===== src/rtl/run_monitor_pkg.sv =====
// Shared types and defaults for the run monitor: FSM state encoding and
// the default counter width / drain budget.
package run_monitor_pkg;

  typedef enum logic [1:0] {
    ST_IDLE  = 2'd0,
    ST_RUN   = 2'd1,
    ST_DRAIN = 2'd2,
    ST_DONE  = 2'd3
  } state_t;

  localparam int CNT_W_DEF     = 32;
  localparam int DRAIN_MAX_DEF = 16;

endpackage


===== src/rtl/run_monitor_sat_counter.sv =====
// Clear/enable counter that sticks at all-ones instead of wrapping.
// Clear has priority over enable.
module sat_counter #(
  parameter int W = 32
) (
  input  logic         clk,
  input  logic         rst,
  input  logic         clr,
  input  logic         en,
  output logic [W-1:0] count
);

  // Count register: clear, else increment while enabled and not yet saturated.
  always_ff @(posedge clk or posedge rst) begin
    if (rst) begin
      count <= '0;
    end else if (clr) begin
      count <= '0;
    end else if (en && (count != {W{1'b1}})) begin
      count <= count + W'(1);
    end else begin
      count <= count;
    end
  end

endmodule


===== src/rtl/run_monitor.sv =====
// Run monitor: tracks one program run (IDLE -> RUN -> DRAIN -> DONE),
// counting active cycles and retired instructions, and raises a clean
// registered end-of-run flag for the statistics printer.
module run_monitor
  import run_monitor_pkg::*;
#(
  parameter int CNT_W     = CNT_W_DEF,
  parameter int DRAIN_MAX = DRAIN_MAX_DEF
) (
  input  logic             clk,
  input  logic             rst,
  input  logic             start,
  input  logic             instr_valid,
  input  logic             halt,
  input  logic             pipeline_empty,
  output logic             stat_control,
  output logic [CNT_W-1:0] number_instructions,
  output logic [CNT_W-1:0] number_cycles,
  output logic             running,
  output logic             drain_timeout
);

  localparam int            DW         = $clog2(DRAIN_MAX + 1);
  localparam logic [DW-1:0] DRAIN_LAST = DW'(DRAIN_MAX - 1);

  state_t        state_r;
  state_t        state_s;
  logic [DW-1:0] drain_cnt_r;
  logic [DW-1:0] drain_cnt_s;
  logic          clr_s;
  logic          set_timeout_s;
  logic          active_s;

  // Counters advance on every edge spent in RUN or DRAIN.
  assign active_s = (state_r == ST_RUN) || (state_r == ST_DRAIN);

  // Next-state logic; pipeline_empty is tested before the drain budget so it
  // wins when both happen on the same edge.
  always_comb begin
    state_s       = state_r;
    drain_cnt_s   = drain_cnt_r;
    clr_s         = 1'b0;
    set_timeout_s = 1'b0;
    case (state_r)
      ST_IDLE, ST_DONE: begin
        if (start) begin
          state_s = ST_RUN;
          clr_s   = 1'b1;
        end else begin
          state_s = state_r;
        end
      end
      ST_RUN: begin
        drain_cnt_s = '0;
        if (halt) begin
          state_s = ST_DRAIN;
        end else begin
          state_s = ST_RUN;
        end
      end
      ST_DRAIN: begin
        if (pipeline_empty) begin
          state_s     = ST_DONE;
          drain_cnt_s = '0;
        end else if (drain_cnt_r == DRAIN_LAST) begin
          state_s       = ST_DONE;
          drain_cnt_s   = '0;
          set_timeout_s = 1'b1;
        end else begin
          drain_cnt_s = drain_cnt_r + DW'(1);
        end
      end
      default: begin
        state_s     = ST_IDLE;
        drain_cnt_s = '0;
      end
    endcase
  end

  // State, drain counter and registered status flags derived from next state.
  always_ff @(posedge clk or posedge rst) begin
    if (rst) begin
      state_r       <= ST_IDLE;
      drain_cnt_r   <= '0;
      stat_control  <= 1'b0;
      running       <= 1'b0;
      drain_timeout <= 1'b0;
    end else begin
      state_r      <= state_s;
      drain_cnt_r  <= drain_cnt_s;
      stat_control <= (state_s == ST_DONE);
      running      <= (state_s == ST_RUN) || (state_s == ST_DRAIN);
      if (clr_s) begin
        drain_timeout <= 1'b0;
      end else if (set_timeout_s) begin
        drain_timeout <= 1'b1;
      end else begin
        drain_timeout <= drain_timeout;
      end
    end
  end

  sat_counter #(.W(CNT_W)) u_cycles (
    .clk   (clk),
    .rst   (rst),
    .clr   (clr_s),
    .en    (active_s),
    .count (number_cycles)
  );

  sat_counter #(.W(CNT_W)) u_instrs (
    .clk   (clk),
    .rst   (rst),
    .clr   (clr_s),
    .en    (active_s && instr_valid),
    .count (number_instructions)
  );

endmodule

===== config.mk =====
export PLATFORM = sky130hd
export DESIGN_NAME = run_monitor
export DESIGN_NICKNAME = d
export VERILOG_FILES = /design/src/rtl/run_monitor_pkg.sv /design/src/rtl/run_monitor_sat_counter.sv /design/src/rtl/run_monitor.sv
export SDC_FILE = /design/constraint.sdc
export NUM_CORES = 1
export LEC_CHECK = 0
export BUFFER_PORTS_ARGS = -buffer_cell sky130_fd_sc_hd__buf_4
export CAP_MARGIN = 30
export CORE_MARGIN = 10
export CORE_UTILIZATION = 40
export DETAILED_ROUTE_END_ITERATION = 10
export GPL_TIMING_DRIVEN = 0
export PLACE_DENSITY_LB_ADDON = 0.08
export SKIP_LAST_GASP = 1
export SLEW_MARGIN = 20
export SYNTH_ARGS = -nofsm -noshare
export SYNTH_HDL_FRONTEND = slang
export SYNTH_SLANG_ARGS = --single-unit

===== constraint.sdc =====
create_clock -name clk -period 7.5 [get_ports clk]
set_clock_uncertainty 0.15 [all_clocks]
set_input_delay 1.5 -clock clk [delete_from_list [all_inputs] [get_ports clk]]
set_output_delay 1.5 -clock clk [all_outputs]
set_load 0.03 [all_outputs]

==> out/metrics.cfg <==
[sta]
finalHoldViolations=0
finalCritPeriodShare=0.4020
hold_ws_ns=0.3428
finalSetupViolations=0
rsz0062_at_grt=no
tightest_slew_ns=0.8083
slew_violations=0
setup-tns-final_ns=0
max-slew-margin-rel=0.4570
fmax_mhz=331.6
finalCriticalPeriod_ns=3.015

[grt]
track_usage=0.1705
grt_pass1_vias=4072
antenna_found_initial=0
grt_max_degree=47
overflow=0
grt_pass1_wl_mm=21.05

[synth]
ys_warn_count=0
synth_area_leaders=dfrtp_1 (44%), nand3_1 (3.8%), nand2_1 (3.7%), nand4_1 (3.5%), a21oi_1 (3.4%)
syn_avg_cell_area_um2=9.209
ys_types=53
yosysTopAreaCellShare=0.4362
synthCells=461
yosysTopAreaCell=dfrtp_1
synth-edff-count=0
syn-num-nets=473
synthFlopType=dfrtp_1
yosys_register_bits=74
ys_async_sr_fraction=1.000
syn-cell-area_um2=4245
synth-seq-area-share=0.4362

[drt]
vias_per_cell=5.955
detail-route-antenna-nets=0
vias=4085
finalWirelength_mm=12.79
wire_per_inst_um=18.64
drt_iter0_markers=279
dr.pass1.iters=6
drc=0

[floorplanning]
rows=37
ioPinCount=73
fp.dieW_um=123.0
core-area_um2=10320
initial_core_util=0.4112
die_area_um2=15130
dieHeight_um=123.0

[clock_network]
cts.clk_slew.worst_paths_ns=0.08
cts_buffers=9
cts.path.max_buffers=2
cts_setup_buffers=0
hold_buffers=0
cts_resized=0
clock_latency_ns=0.35
cts_root_buffer=clkbuf_8
clkSinkCount=74
cts_htree_levels=3
cts_tree=yes

[pwr]
leakage_uw=0.002376
vdd_drop_max_uv=108.4
p_per_area_nw_per_um2=247.7

[critical_path]
required_ns=7.62
start_kind=primary input
endpoint_kind=flip-flop
r2r_cells=7
r2r_slack_ns=4.51
cp_max_fo=10
worstPathArrival_ns=3.14
worstSetupPathType=in -> reg

[min_path]
min_path_cells=1
min_path_type=reg -> reg

[place]
routabilityCongestion=0.8585
dp_hpwl_mm=9.199
io_buffers=72
postPlaceCellArea_um2=4986

[finish]
diodes=0
area_growth_syn_to_layout_pct=23.02
fillers=1001
drive_gt1_frac=0.1964
final_nets=558
design_area_um2=5223

[status]
status=finished, final reports clean

[flow_run]
cap_violations=0

## metal layers
metal	up-vias	share of wire	track usage
li1	1951	-	-
met1	2018	0.44	0.2130
met2	105	0.49	0.2932
met3	11	0.058	0.03464
met4	0	0.0091	0.04658
met5	-	0	0
## through the flow
step / instances / setup WS (ns) / power, uW / util
detailed placement: 670 / 4.163 / 923.6 / 0.4830
finish: 686 / 4.485 / 1294 / 0.5059
global placement: 669 / 2.842 / 916.4 / 0.4801
CTS: 685 / 4.521 / 1303 / 0.5054
global route: 686 / 4.238 / 1365 / 0.5059
floorplan: 461 / 3.968 / 756.2 / -
## synth_stat cells, types with 2 or more instances
master / n
dfrtp_1: 74
nand2_1: 42
nand3_1: 32
a21oi_1: 29
nand4_1: 24
o21ai_0: 22
o31ai_1: 18
and3_1: 17
clkbuf_1: 17
nor3_1: 17
nor2_1: 14
or4_1: 13
a211o_1: 11
inv_1: 11
or3_1: 10
nor4_1: 9
buf_2: 7
and2_1: 6
and4_1: 6
ha_1: 6
mux2i_1: 6
nor2b_1: 5
o211ai_1: 5
o41ai_1: 5
xor2_1: 5
a21o_1: 4
o311ai_0: 4
nand2b_1: 3
nand3b_1: 3
nor3b_1: 3
nor4_2: 3
a221o_1: 2
a31oi_1: 2
a41oi_1: 2
buf_6: 2
nand4b_1: 2
o21a_1: 2
o2bb2ai_1: 2
or2_2: 2
## where the power goes
part / switching, uW / internal, uW / leakage (uW)
clock network: 161 / 220 / 0.000116
registers: 34.6 / 431 / 0.00102
logic: 320 / 128 / 0.00124
## cell usage in the layout, fill, tap and decap left out, drive strengths merged, types with 4 or more instances in the layout
master	Yosys	final
xor2	5	5
o21ai	22	22
or4	13	13
a211o	11	11
clkbuf	17	27
dfrtp	74	74
and4	6	6
nor3	17	17
buf	10	84
mux2i	6	6
nand4	26	26
o41ai	5	5
o311ai	4	4
a21oi	29	29
and2	6	6
and3	17	17
nor2	14	14
nand2	42	42
o31ai	18	18
nor4	12	12
nor2b	5	5
ha	6	6
nand3	32	32
o211ai	5	5
a21o	4	4
inv	11	11
or3	10	10
## logic make-up after synthesis
family / count (synthesis) / share of synthesized area
AO/OA/AOI/OAI: 114 / 0.1813
XOR/XNOR: 6 / 0.01238
adder cells (fa/ha/maj): 6 / 0.01768
buffers and inverters: 38 / 0.04008
flip-flops: 74 / 0.4362
multiplexers: 6 / 0.01415
AND/OR/NAND/NOR: 217 / 0.2983
## path summary, 6_finish.rpt
path | startpoint | endpoint
max in group asynchronous | rst | u_cycles.count[19]$_DFFE_PP0P_
worst max-delay path | instr_valid | u_instrs.count[30]$_DFFE_PP0P_
worst max register to register | u_cycles.count[0]$_DFFE_PP0P_ | u_cycles.count[17]$_DFFE_PP0P_
worst min-delay path | drain_cnt_r[3]$_DFFE_PP0N_ | drain_cnt_r[3]$_DFFE_PP0N_
worst min register to register | drain_cnt_r[3]$_DFFE_PP0N_ | drain_cnt_r[3]$_DFFE_PP0N_
min in group asynchronous | rst | u_instrs.count[20]$_DFFE_PP0P_
## area by class of cell
| cell class | count | area [um^2] | share of cell area |
|---|---|---|---|
| plain buffers | 27 | 128.9 | 0.02468 |
| inverters | 11 | 43.79 | 0.008385 |
| repair buffers | 74 | 573.1 | 0.1097 |
| clock buffers | 10 | 127.6 | 0.02444 |
| clock inverters | 5 | 103.9 | 0.01989 |
| multi-input cells | 349 | 2223 | 0.4257 |
| well taps | 136 | 170.2 | 0.03258 |
| flip-flops and latches | 74 | 1852 | 0.3546 |
## state kept, by name, indices dropped and copies added, names as in the netlist
signal          flops
stat_control        1
drain_cnt_r         5
running             1
drain_timeout       1
u_cycles.count     32
state_r             2
u_instrs.count     32
## critical path, cell delays in order
cell	delay (ns)
buf_4	0.08
nor2b_1	0.28
nand4_1	0.32
clkbuf_1	0.32
nor4_1	0.40
mux2i_1	0.23
Power figures use the tool's default switching activity.
